<file path="src/rtl/pdm_pkg.sv">
// Shared definitions for the PDM transmitter: full-scale and clamp levels,
// default modulator integrator width, FSM state encoding and the input clamp.
package pdm_pkg;

    // PCM full scale (2^(W-1) for W = 17); also the modulator feedback magnitude
    localparam int FS        = 65536;
    // Modulator input limit, 0.75 FS, keeps the 2nd-order loop stable
    localparam int CLAMP_POS = 49152;
    localparam int CLAMP_NEG = -49152;
    // Default integrator width
    localparam int unsigned IW = 24;

    typedef enum logic [0:0] {
        IDLE = 1'b0,
        RUN  = 1'b1
    } state_t;

    // Limit a sample to the stable modulator input range
    function automatic int clamp_xs(input int x);
        if (x > CLAMP_POS) begin
            return CLAMP_POS;
        end
        if (x < CLAMP_NEG) begin
            return CLAMP_NEG;
        end
        return x;
    endfunction

endpackage

</file>
<file path="src/rtl/pdm_sdm_tx_if.sv">
// PCM sample stream into the PDM transmitter (valid/ready handshake).
//   x_in    : signed PCM sample, W bits
//   x_valid : sample offered by the source
//   x_ready : transmitter holding register is empty
interface pdm_sdm_tx_if #(
    parameter int unsigned W = 17
);
    logic signed [W-1:0] x_in;
    logic                x_valid;
    logic                x_ready;

    modport master (
        output x_in,
        output x_valid,
        input  x_ready
    );

    modport slave (
        input  x_in,
        input  x_valid,
        output x_ready
    );
endinterface

</file>
<file path="src/rtl/pdm_sdm2.sv">
// Second-order delta-sigma modulator core.
//   CLK, RST : system clock, asynchronous active-high reset
//   step     : advance the modulator by one PDM bit
//   clear    : zero both integrators and the output bit
//   xs       : modulator input (already clamped), signed IW bits
//   pdm_bit  : registered output bit, also the feedback for the next step
module pdm_sdm2 #(
    parameter int unsigned IW = pdm_pkg::IW
) (
    input  logic                 CLK,
    input  logic                 RST,
    input  logic                 step,
    input  logic                 clear,
    input  logic signed [IW-1:0] xs,
    output logic                 pdm_bit
);
    import pdm_pkg::*;

    // Two guard bits cover integrator + input + feedback without overflow
    localparam int unsigned SW = IW + 2;
    localparam logic signed [IW-1:0] IMAX   = {1'b0, {(IW-1){1'b1}}};
    localparam logic signed [SW-1:0] SMAX   = SW'(IMAX);
    localparam logic signed [SW-1:0] SMIN   = -SMAX;
    localparam logic signed [SW-1:0] FB_MAG = SW'(FS);

    logic signed [IW-1:0] i1;
    logic signed [IW-1:0] i2;
    logic signed [IW-1:0] i1n_c;
    logic signed [IW-1:0] i2n_c;
    logic signed [SW-1:0] fb_c;
    logic signed [SW-1:0] s1_c;
    logic signed [SW-1:0] s2_c;

    // Symmetric saturation to +-(2^(IW-1)-1); integrators never wrap
    function automatic logic signed [IW-1:0] sat_iw(input logic signed [SW-1:0] v);
        if (v > SMAX) begin
            return IMAX;
        end
        if (v < SMIN) begin
            return -IMAX;
        end
        return IW'(v);
    endfunction

    // Next integrator values; feedback is the previously emitted bit
    always_comb begin
        fb_c  = pdm_bit ? FB_MAG : -FB_MAG;
        s1_c  = SW'(i1) + SW'(xs) - fb_c;
        i1n_c = sat_iw(s1_c);
        s2_c  = SW'(i2) + SW'(i1n_c) - fb_c;
        i2n_c = sat_iw(s2_c);
    end

    // Integrator and output-bit state
    always_ff @(posedge CLK or posedge RST) begin
        if (RST) begin
            i1      <= '0;
            i2      <= '0;
            pdm_bit <= 1'b0;
        end else if (clear) begin
            i1      <= '0;
            i2      <= '0;
            pdm_bit <= 1'b0;
        end else if (step) begin
            i1      <= i1n_c;
            i2      <= i2n_c;
            pdm_bit <= ~i2n_c[IW-1];
        end
    end

endmodule

</file>
<file path="src/rtl/pdm_sdm_tx.sv">
// PDM transmitter: turns a stream of signed PCM samples into a 1-bit PDM
// stream plus its bit clock, emulating a MEMS microphone.
//   CLK, RST     : system clock, asynchronous active-high reset
//   enable       : run request; dropping it returns to IDLE next cycle
//   xs_if        : PCM sample handshake (slave), one-entry holding register
//   pdm_clk      : PDM bit clock, DIV system clocks per period, DIV/2 high
//   pdm_out      : PDM data, updated in the cycle pdm_clk falls
//   underrun     : one-cycle pulse when a sample boundary finds no sample
//   underrun_cnt : saturating count of underruns
module pdm_sdm_tx #(
    parameter int unsigned DIV = 8,
    parameter int unsigned OSR = 64,
    parameter int unsigned W   = 17,
    parameter int unsigned IW  = pdm_pkg::IW
) (
    input  logic        CLK,
    input  logic        RST,
    input  logic        enable,
    pdm_sdm_tx_if.slave xs_if,
    output logic        pdm_clk,
    output logic        pdm_out,
    output logic        underrun,
    output logic [7:0]  underrun_cnt
);
    import pdm_pkg::*;

    localparam int unsigned CW = (DIV > 1) ? $clog2(DIV) : 1;
    localparam int unsigned BW = (OSR > 1) ? $clog2(OSR) : 1;
    localparam logic [CW-1:0] CNT_RISE = CW'(DIV / 2 - 1);
    localparam logic [CW-1:0] CNT_LAST = CW'(DIV - 1);
    localparam logic [BW-1:0] BIT_LAST = BW'(OSR - 1);

    state_t              state;
    logic [CW-1:0]       cnt;
    logic [BW-1:0]       bitcnt;
    logic signed [W-1:0] hold;
    logic signed [W-1:0] cur;
    logic                hold_empty;

    logic                run_c;
    logic                tick_c;
    logic                boundary_c;
    logic                clear_c;
    logic signed [IW-1:0] xs_c;

    // Bit tick is the cycle pdm_clk falls; the last tick of a frame is a boundary
    assign run_c      = (state == RUN) && enable;
    assign tick_c     = run_c && (cnt == CNT_LAST);
    assign boundary_c = tick_c && (bitcnt == BIT_LAST);
    // Integrators are held clear whenever not actively running
    assign clear_c    = ~run_c;
    assign xs_c       = IW'(clamp_xs(int'(cur)));

    assign xs_if.x_ready = hold_empty;

    // Modulator core
    pdm_sdm2 #(
        .IW (IW)
    ) u_sdm (
        .CLK     (CLK),
        .RST     (RST),
        .step    (tick_c),
        .clear   (clear_c),
        .xs      (xs_c),
        .pdm_bit (pdm_out)
    );

    // FSM, bit-clock divider, frame counter, holding register and underrun
    always_ff @(posedge CLK or posedge RST) begin
        if (RST) begin
            state        <= IDLE;
            cnt          <= '0;
            bitcnt       <= '0;
            hold         <= '0;
            cur          <= '0;
            hold_empty   <= 1'b1;
            pdm_clk      <= 1'b0;
            underrun     <= 1'b0;
            underrun_cnt <= '0;
        end else begin
            underrun <= 1'b0;

            // Accept only while empty, so it never collides with a consume
            if (xs_if.x_valid && hold_empty) begin
                hold       <= xs_if.x_in;
                hold_empty <= 1'b0;
            end

            case (state)
                IDLE: begin
                    pdm_clk <= 1'b0;
                    cnt     <= '0;
                    bitcnt  <= '0;
                    if (enable && !hold_empty) begin
                        cur        <= hold;
                        hold_empty <= 1'b1;
                        state      <= RUN;
                    end
                end
                RUN: begin
                    if (!enable) begin
                        // Hold register is kept across the stop
                        state   <= IDLE;
                        pdm_clk <= 1'b0;
                        cnt     <= '0;
                        bitcnt  <= '0;
                    end else begin
                        cnt <= (cnt == CNT_LAST) ? '0 : cnt + CW'(1);
                        if (cnt == CNT_RISE) begin
                            pdm_clk <= 1'b1;
                        end else if (cnt == CNT_LAST) begin
                            pdm_clk <= 1'b0;
                        end
                        if (tick_c) begin
                            bitcnt <= boundary_c ? '0 : bitcnt + BW'(1);
                        end
                        if (boundary_c) begin
                            if (!hold_empty) begin
                                cur        <= hold;
                                hold_empty <= 1'b1;
                            end else begin
                                // Starved: previous sample repeats
                                underrun <= 1'b1;
                                if (underrun_cnt != 8'hFF) begin
                                    underrun_cnt <= underrun_cnt + 8'd1;
                                end
                            end
                        end
                    end
                end
                default: begin
                    state <= IDLE;
                end
            endcase
        end
    end

endmodule

</file>
<file path="src/flat_wrapper.sv">
// flat-port wrapper written by rule: the top's interface ports become plain ports
module pdm_sdm_tx_flat import pdm_pkg::*;
#(
    parameter int unsigned DIV = 8,
    parameter int unsigned OSR = 64,
    parameter int unsigned W   = 17,
    parameter int unsigned IW  = pdm_pkg::IW
)
  (CLK, RST, enable, pdm_clk, pdm_out, underrun, underrun_cnt, xs_if_x_in, xs_if_x_valid, xs_if_x_ready);
  pdm_sdm_tx_if #(.W(W)) xs_if_i ();
  input  logic CLK;
  input  logic RST;
  input  logic enable;
  output logic pdm_clk;
  output logic pdm_out;
  output logic underrun;
  output logic [7:0] underrun_cnt;
  input wire logic [$bits(xs_if_i.x_in)-1:0] xs_if_x_in;
  input wire logic [$bits(xs_if_i.x_valid)-1:0] xs_if_x_valid;
  output wire logic [$bits(xs_if_i.x_ready)-1:0] xs_if_x_ready;
  assign xs_if_i.x_in = xs_if_x_in;
  assign xs_if_i.x_valid = xs_if_x_valid;
  assign xs_if_x_ready = xs_if_i.x_ready;
  pdm_sdm_tx #(.DIV(DIV), .OSR(OSR), .W(W), .IW(IW)) u_core (.CLK(CLK), .RST(RST), .enable(enable), .xs_if(xs_if_i), .pdm_clk(pdm_clk), .pdm_out(pdm_out), .underrun(underrun), .underrun_cnt(underrun_cnt));
endmodule
</file>
<file path="config.mk">
export PLATFORM = sky130hd
export DESIGN_NAME = pdm_sdm_tx_flat
export DESIGN_NICKNAME = d
export VERILOG_FILES = /design/src/rtl/pdm_pkg.sv /design/src/rtl/pdm_sdm_tx_if.sv /design/src/rtl/pdm_sdm2.sv /design/src/rtl/pdm_sdm_tx.sv /design/src/flat_wrapper.sv
export SDC_FILE = /design/constraint.sdc
export NUM_CORES = 1
export LEC_CHECK = 0
export BUFFER_PORTS_ARGS = -buffer_cell sky130_fd_sc_hd__buf_4
export CAP_MARGIN = 20
export CORE_MARGIN = 8
export CORE_UTILIZATION = 65
export CTS_CLUSTER_DIAMETER = 150
export DETAILED_ROUTE_END_ITERATION = 8
export PLACE_DENSITY = 0.83
export SLEW_MARGIN = 20
export SYNTH_ARGS = -nofsm -noshare
export SYNTH_HDL_FRONTEND = slang
export SYNTH_SLANG_ARGS = --single-unit
</file>
<file path="constraint.sdc">
create_clock -name CLK -period 15.65 [get_ports CLK]
set_input_delay 3.13 -clock CLK [delete_from_list [all_inputs] [get_ports CLK]]
set_output_delay 3.13 -clock CLK [all_outputs]
set_load 0.03 [all_outputs]
</file>
# Yosys cells after proc, flatten, opt, wreduce, memory -nomap -nowiden
# Index checks and enable logic that the tools add are counted.
dict set report classes {
  order_cmp 6
  n_bitwise 2
  n_reduce_logical 8
  n_addsub 7
  n_mux 57
  eq_ne 11
}
# cell count
set ops {}
lappend ops {{$mux 24} 15}
lappend ops {{$mux 17} 4}
lappend ops {{$gt 26x24->1 const B} 2}
lappend ops {{$lt 26x24->1 const B} 2}
lappend ops {{$sub 25x26->26} 2}
lappend ops {{$add 24x24->25} 2}
lappend ops {{$pmux 17 s2} 1}
lappend ops {{$mux 26} 1}
lappend ops {{$mux 1} 25}
lappend ops {{$mux 6} 3}
lappend ops {{$gt 17x17->1 const B} 1}
lappend ops {{$lt 17x17->1 const B} 1}
lappend ops {{$mux 16} 1}
lappend ops {{$pmux 6 s2} 1}
lappend ops {{$add 8x1->8 const B} 1}
lappend ops {{$ne 2x2->1 const B} 4}
lappend ops {{$ne 8x8->1 const B} 1}
lappend ops {{$add 6x1->6 const B} 1}
lappend ops {{$eq 6x6->1 const B} 1}
lappend ops {{$mux 3} 2}
lappend ops {{$pmux 1 s2} 3}
lappend ops {{$pmux 3 s2} 1}
lappend ops {{$logic_and 1x1->1} 5}
lappend ops {{$reduce_and 5->1} 1}
lappend ops {{other kinds (9)} 10}
dict set report word_totals {
  inputBits 21
  reg_bits 104
  wordCells 103
  out_inout_bits 12
}

# Logic depth before layout (Yosys ltp)
# Gate-level depths: netlist of the first run.
dict set report depth {
  ltp_word 22
  mapped_depth 34
  ltp_nobuf 29
}

# Hierarchy
# From an unflattened synthesis of the first run, not the netlist that was laid out.
dict set report unflattened {
  hier_cells 1037
  hier_area_um2 9155.0
}
# module instances seq_area_each_um2 area_per_inst_um2 cells_each
set modules_own_cells {}
lappend modules_own_cells {pdm_sdm2 1 1226.2 6665.1 844}
lappend modules_own_cells {pdm_sdm_tx 1 1377.6 2489.9 193}

# Least setup slack after synthesis of the first run
# No wires, ideal clock.
dict set report synth_timing {
  kind {flip-flop to flip-flop}
  from {register u_core.cur[9]}
  to {register u_core.u_sdm.i2[11]}
  arrival_ns 6.566
  path_buffers 5
  setup_slack_ns 9.004
  stages_incl_launch_ff 32
  required_ns 15.570
  period_less_slack_ns 6.646
  setup_ns 0.080
  cell_sequence {dfrtp_1 nor4_1 nand4_1 a31oi_1 clkbuf_1 nand2_1 ha_1 inv_1 ha_1 a2111oi_2 o31ai_2 a22oi_2 o311ai_1 nand2_1 xor2_2 clkbuf_1 nor3_1 nor2_1 fa_1 inv_1 ha_1 buf_2 a21oi_2 o21ai_0 a221o_1 a22o_1 a211oi_2 o21ai_2 or2_1 buf_6 buf_12 o211ai_2}
}
dict set report synth_via {
  elab_chain_cells 21
  word_cells_on_any_way 31
  classes_between {4 x add/sub; 6 x order compare; 21 x mux}
}
# item line
set synth_rtl {}
lappend synth_rtl {{start: declaration} pdm_sdm_tx.sv:37} ;# logic signed [W-1:0] cur;
lappend synth_rtl {{start signal: assignment} pdm_sdm_tx.sv:95} ;# cur <= hold;
lappend synth_rtl {{start signal: assignment} pdm_sdm_tx.sv:119} ;# cur <= hold;
lappend synth_rtl {{$lt 17x17->1 or $gt 17x17->1 (tied branches)} {pdm_pkg.sv:23, pdm_pkg.sv:20}}
lappend synth_rtl {{$mux 1 or $mux 16 (tied branches)} {pdm_pkg.sv:23, pdm_pkg.sv:20}}
lappend synth_rtl {{$mux 1 or $mux 24 (tied branches)} pdm_pkg.sv:23} ;# if (x < CLAMP_NEG) begin
lappend synth_rtl {{$mux 24} pdm_pkg.sv:26} ;# return x;
lappend synth_rtl {{$mux 24 *} pdm_pkg.sv:23}
lappend synth_rtl {{$add 24x24->25 *} pdm_sdm2.sv:48} ;# s1_c = SW'(i1) + SW'(xs) - fb_c;
lappend synth_rtl {{$sub 25x26->26 *} pdm_sdm2.sv:48}
lappend synth_rtl {{$lt 26x24->1} pdm_sdm2.sv:39} ;# if (v < SMIN) begin
lappend synth_rtl {{[4 not listed]} n/a}
lappend synth_rtl {{$add 24x24->25 *} pdm_sdm2.sv:50} ;# s2_c = SW'(i2) + SW'(i1n_c) - fb_c;
lappend synth_rtl {{$sub 25x26->26 *} pdm_sdm2.sv:50}
lappend synth_rtl {{$lt 26x24->1} pdm_sdm2.sv:39}
lappend synth_rtl {{$mux 1 (2 in series)} pdm_sdm2.sv:39}
lappend synth_rtl {{$mux 24} pdm_sdm2.sv:42} ;# return IW'(v);
lappend synth_rtl {{$mux 24 *} pdm_sdm2.sv:39}
lappend synth_rtl {{$mux 24 *} pdm_sdm2.sv:64} ;# end else if (step) begin
lappend synth_rtl {{$mux 24 *} pdm_sdm2.sv:60} ;# end else if (clear) begin
lappend synth_rtl {{end signal: assignment} pdm_sdm2.sv:66} ;# i2 <= i2n_c;
lappend synth_rtl {{end: declaration} pdm_sdm2.sv:27} ;# logic signed [IW-1:0] i2;
# Every way passes the cells marked *; elsewhere a longest branch is shown, timed or not. The select of a mux whose other input is x is not followed.
# A chain may end at the register's enable or synchronous reset.

# Worst setup path after layout of the first run
dict set report layout_timing {
  from {register u_core.cur[5]}
  to {register u_core.u_sdm.i2[10]}
}
# Same word-level chain as after synthesis.

==> qor.yml, run 1 <==
cts-root-buf: "clkbuf_16"
first_pass_iters: 5
grtUsageTotal: 0.2461
drc: 0
synth_nets: 1198
syn2layout_area_growth_pct: 6.192
clkLatencyLatePin_ps: 360
core-area_mm2: 0.01393
cts_tree: "built"
crit_path_start: "u_core.cur[5]"
cts_resized: 0
postRouteAntennaNets: 0
drt_iter0_markers: 681
wl_per_cell_um: 17.68
critPathMaxFanout: 27
clock_skew_ps: 11.90
startpoint_type: "flip-flop"
hold_viol_final: 0
nNetsFinal: 1197
reg2reg_to: "u_core.u_sdm.i2[10]"
synth_area_mm2: 0.009275
setup_violations: 0
synthCells: 1076
first_global_vias: 7682
tns_ps: 0
cts.clk_slew.worst_paths_ps: 80
antenna_found_initial: 0
worst_pin_slew_ps: 1127
die_h_um: 135.5
grt_max_degree: 74
synth_edf_count: 0
setup_ws_ps: 7268
final_cell_area_mm2: 0.009849
portBuffers: 32
diodes: 0
grt_overflow: 0
wirelength_um: 22280
hold_buffers: 0
fillers: 1064
crit_arrival_ps: 8570
timing.rr.start: "u_core.cur[5]"
required_ps: 15840
relSlewSlack: 0.2490
post-cts-setup-buffers: 0
htreeDepth: 3
ys_seq_area_frac: 0.2807
worst-setup-path-type: "reg -> reg"
die_x_um: 135.5
hp-class: "reg -> reg"
ys_ff_latch: 104
cts_buffer_depth: 2
drv_cap: 0
num_rows: 43
initial_core_util: 0.6656
drive_above_1_share: 0.1398
place_ws_ps: 7171
worst-r2r-cell-count: 26
min_period_ps: 8382
hpwlAfterDp_um: 16580
syn_avg_cell_area_um2: 8.620
rsz0062_at_grt: "no"
timing.fmax_mhz: 119.3
vias: 7900
status: "finished, final reports clean"
post-route-period-util: 0.5356
synth_ff_type: "dfrtp_1"
grt_pass1_wl_um: 36850
cts_buffers: 9
yosys_warnings: 0
via_per_inst: 6.270
clkSinkCount: 104
ff2ff_setup_slack_ps: 7270
die_area_mm2: 0.01835
synth.distinct_cells: 90
num_io_pins: 33
final-max-slew-violation-count: 0
async_flop_share: 1.000
placed_area_mm2: 0.009554
place_congestion: 0.9119
critPathCapture: "u_core.u_sdm.i2[10]"
worstSetupEndpointType: "flip-flop"
==> per-layer routing <==
layer	wire length (um)	vias up	global-route usage
met5	0	-	0
met1	9803	3826	0.3106
met4	629	0	0.08698
met2	11000	219	0.4245
li1	-	3807	-
met3	847	48	0.03079
==> cells in the final DEF, fill, tap and decap left out, types with 3 or more instances in the layout <==
| master | count |
|---|---|
| a21boi_0 | 4 |
| o21bai_1 | 3 |
| and2_1 | 12 |
| o211ai_2 | 10 |
| xnor2_1 | 21 |
| and4_1 | 6 |
| a211oi_1 | 5 |
| a21oi_1 | 65 |
| a31oi_2 | 19 |
| xor2_1 | 22 |
| o31ai_1 | 12 |
| nand4_1 | 17 |
| nor2b_1 | 8 |
| nand3_1 | 17 |
| a21boi_1 | 3 |
| fa_1 | 14 |
| mux2i_1 | 6 |
| o211ai_1 | 17 |
| o21ai_1 | 19 |
| nor3_1 | 40 |
| o21ai_0 | 35 |
| nand2b_1 | 8 |
| ha_1 | 87 |
| o21a_1 | 12 |
| buf_4 | 39 |
| a21oi_2 | 5 |
| nor2_1 | 59 |
| and3_1 | 9 |
| dfrtp_1 | 103 |
| nand2_1 | 121 |
| nor4_1 | 7 |
| a31oi_1 | 10 |
| a21o_1 | 23 |
| inv_1 | 119 |
| or3_1 | 5 |
| mux2_2 | 34 |
| clkbuf_16 | 9 |
| a211o_1 | 6 |
| inv_6 | 3 |
==> sequential cells by signal, indices dropped and copies added (netlist names) <==
name	flops
u_core.u_sdm.i1	24
u_core.cur	17
u_core.hold	17
u_core.u_sdm.pdm_bit	1
u_core.bitcnt	6
u_core.u_sdm.i2	24
u_core.state	1
u_core.pdm_clk	1
u_core.xs_if.x_ready	1
u_core.cnt	3
u_core.underrun_cnt	8
u_core.underrun	1
==> stage by stage <==
step | hold WS (ps) | instances | utilization
finish | 434.7 | 1260 | 0.7068
global route | 456.2 | 1260 | 0.7068
CTS | 439.3 | 1260 | 0.7064
detailed placement | 428.3 | 1244 | 0.6856
global placement | 433.1 | 1244 | 0.6851
floorplan | 415.0 | 1076 | -
==> worst max-delay path, cell delays in order, from the launching register on <==
cell and delay (ps):
dfrtp_1 410, nor4_1 340, nand4_1 170, a31oi_2 600
nand2_1 130, ha_1 300, inv_1 40, ha_1 350
a2111o_1 480, a32oi_2 280, a31oi_2 180, o2111ai_2 210
a41oi_2 170, inv_2 560, nor2_1 210, nor4_4 340
fa_1 450, inv_1 70, ha_1 330, a21oi_2 190
o21ai_0 190, a221o_1 400, a2111oi_2 380, a211oi_2 150
o21ai_2 330, or2_1 710, o311ai_1 230
==> area by class of cell <==
class	count	area (um^2)	area share
clock inverter	6	60.06	0.006098
timing repair buffer	39	292.8	0.02973
inverter	122	460.4	0.04675
clock buffer	10	229.0	0.02325
multi-input combinational	799	5978	0.6070
tap	180	225.2	0.02287
sequential	104	2604	0.2644
==> Yosys cell counts, types with 9 or more instances <==
| cell type | instances | area share |
|---|---|---|
| and3_1 | 9 | 0.0061 |
| nor3_1 | 40 | 0.022 |
| ha_1 | 87 | 0.12 |
| nor2_1 | 59 | 0.024 |
| and2_1 | 12 | 0.0081 |
| xnor2_1 | 21 | 0.020 |
| dfrtp_1 | 103 | 0.28 |
| o31ai_1 | 12 | 0.0097 |
| mux2_2 | 34 | 0.041 |
| clkbuf_1 | 29 | 0.012 |
| inv_1 | 120 | 0.049 |
| a21o_1 | 23 | 0.019 |
| o21a_1 | 12 | 0.0097 |
| o21ai_0 | 35 | 0.019 |
| o21ai_1 | 19 | 0.010 |
| xor2_1 | 22 | 0.021 |
| fa_1 | 14 | 0.030 |
| nand3_1 | 17 | 0.0092 |
| o211ai_1 | 17 | 0.014 |
| a21oi_1 | 66 | 0.036 |
| a31oi_1 | 11 | 0.0074 |
| a31oi_2 | 18 | 0.024 |
| nand4_1 | 17 | 0.011 |
| buf_2 | 14 | 0.0076 |
| nand2_1 | 121 | 0.049 |
| o211ai_2 | 10 | 0.013 |
==> how the worst min path moves through the flow <==
stage             startpoint            end  slack (ps)  cells past startpoint
6_report       u_core.cnt[0]  u_core.cnt[0]         430                      1
5_1_grt        u_core.cnt[0]  u_core.cnt[0]         460                      1
4_1_cts        u_core.cnt[0]  u_core.cnt[0]         440                      1
3_5_place_dp   u_core.cnt[0]  u_core.cnt[0]         430                      1
3_3_place_gp   u_core.cnt[0]  u_core.cnt[0]         430                      1
2_1_floorplan  u_core.cnt[0]  u_core.cnt[0]         410                      1
==> cell families (layout without fill, tap and decap cells) <==
logic type                 Yosys count  after routing  synth area share
xor gates and xnor gates            44             44           0.04236
buffers and inverters              173            177           0.07783
adders and majority gates          101            101            0.1476
DFF                                104            104            0.2807
AOI/OAI and AO/OA                  286            286            0.2305
muxes                               40             40           0.04775
and+or+nand+nor                    328            328            0.1732
Power of run 1 is not shown: default switching activity piles up to over one toggle a cycle in this logic, so the estimate is an artifact.
==> inputs of run 2 (changes only) <==
--- a/config.mk
+++ b/config.mk
@@ -8,10 +8,10 @@
 export BUFFER_PORTS_ARGS = -buffer_cell sky130_fd_sc_hd__buf_4
 export CAP_MARGIN = 20
 export CORE_MARGIN = 8
-export CORE_UTILIZATION = 65
+export CORE_UTILIZATION = 64
 export CTS_CLUSTER_DIAMETER = 150
 export DETAILED_ROUTE_END_ITERATION = 8
-export PLACE_DENSITY = 0.83
+export PLACE_DENSITY = 0.82
 export SLEW_MARGIN = 20
 export SYNTH_ARGS = -nofsm -noshare
 export SYNTH_HDL_FRONTEND = slang
==> constraint.sdc (replaced) <==
create_clock -name CLK -period 7.85 [get_ports CLK]
set_input_delay 1.57 -clock CLK [delete_from_list [all_inputs] [get_ports CLK]]
set_output_delay 1.57 -clock CLK [all_outputs]
set_load 0.03 [all_outputs]
==> qor.yml, run 2 (synthesis gave the netlist of run 1 again) <==
status: "finished, final reports clean"
first_pass_iters: 5
worst-setup-path-type: "reg -> reg"
postRouteAntennaNets: 0
timing.fmax_mhz: 136.3
die_h_um: 136.4
initial_core_util: 0.6455
place_congestion: 0.9424
holdCritStartpoint: "u_core.cnt[0]"
via_per_inst: 6.244
cts_tree: "built"
clkSinkCount: 104
grtUsageTotal: 0.2447
num_io_pins: 33
core-area_mm2: 0.01437
first_global_vias: 7652
final_common_cell: "nand2_1"
drt_iter0_markers: 784
final-max-slew-violation-count: 0
final_cell_mix: "nand2_1 (121), inv_1 (119), dfrtp_1 (103)"
die_x_um: 136.4
antenna_found_initial: 0
startpoint_type: "flip-flop"
drive_above_1_share: 0.1577
postLayoutCoreUtil: 0.6983
setup_violations: 0
multiInputGateArea_mm2: 0.005996
critPathMaxFanout: 21
worstSetupEndpointType: "flip-flop"
cts-root-buf: "clkbuf_16"
hold_viol_final: 0
hp-class: "reg -> reg"
drv_cap: 0
drc: 0
cts_buffer_depth: 2
reg.largest.list: "u_core.u_sdm.i1: 24 flops, u_core.u_sdm.i2: 24 flops"
cts.clk_slew.worst_paths_ps: 80
diodes: 0
die_area_mm2: 0.01860
min_period_ps: 7335
required_ps: 8100
wl_per_cell_um: 17.75
htreeDepth: 3
max_stage_delay_ps: 480
clock_skew_ps: 8.680
cp_slowest_cell: "fa_1"
portBuffers: 32
timing.rr.start: "u_core.cur[9]"
crit_path_start: "u_core.cur[9]"
regArea_mm2: 0.002604
hpwlAfterDp_um: 16980
grt_max_degree: 69
cts_buffers: 9
worst_pin_slew_ps: 884.9
grt_overflow: 0
hold_buffers: 0
cp_common_cell: "ha_1"
crit_arrival_ps: 7580
fillers: 1125
clkLatencyLatePin_ps: 360
nNetsFinal: 1214
syn2layout_area_growth_pct: 8.175
vias: 7998
post-route-period-util: 0.9344
wirelength_um: 22740
grt_pass1_wl_um: 36690
relSlewSlack: 0.4064
num_rows: 44
==> run 2: cell type report <==
type,count,area share
inverter,122,0.04589
clock buffer,10,0.02382
multi-input combinational,799,0.5976
tap,184,0.02295
clock inverter,6,0.007233
sequential,104,0.2595
timing repair buffer,56,0.04302
==> run 2: worst paths after layout <==
path	slack, ps	to	cells past startpoint
max	510	u_core.u_sdm.i2[1]	29
min	460	u_core.cnt[0]	1
max reg2reg	510	u_core.u_sdm.i2[1]	29
min reg2reg	460	u_core.cnt[0]	1
max in group asynchronous	5390	u_core.u_sdm.i1[22]	3
min in group asynchronous	1220	u_core.hold[4]	2
==> run 2: per-layer routing <==
metal  vias to the layer above  track usage  share of wire
met2                       248       0.4057           0.49
met4                         0      0.07200          0.027
li1                       3849            -              -
met3                        48      0.04361          0.053
met5                         -            0              0
met1                      3853       0.3197           0.43
==> run 2: through the flow <==
stage                     std cells  setup slack, ps  setup TNS [ps]  area [um^2]  hold WS [ps]
after CTS                      1271            291.2               0         9916         462.6
after global routing           1281           -7.822          -14.02        10030         465.2
final                          1281            515.0               0        10030         462.2
after floorplan                1076             1204               0         9275         415.0
after global placement         1255            454.8               0         9604         430.1
after detailed placement       1255            382.3               0         9604         451.8
==> run 2: critical path, delay by kind of cell (launching register included) <==
family	cells	cell delay, ps
AOI/OAI and AO/OA	12	3060
buffers and inverters	5	780
adders and majority gates	4	1480
xor gates and xnor gates	1	290
DFF	1	390
and+or+nand+nor	7	1210
==> run 2: repair_timing <==
action,4_1_cts,5_1_grt
buffers inserted,0,10
gates resized for setup,0,10
endpoints found under the setup margin,0,23
Power of run 2 is left out for the same reason.
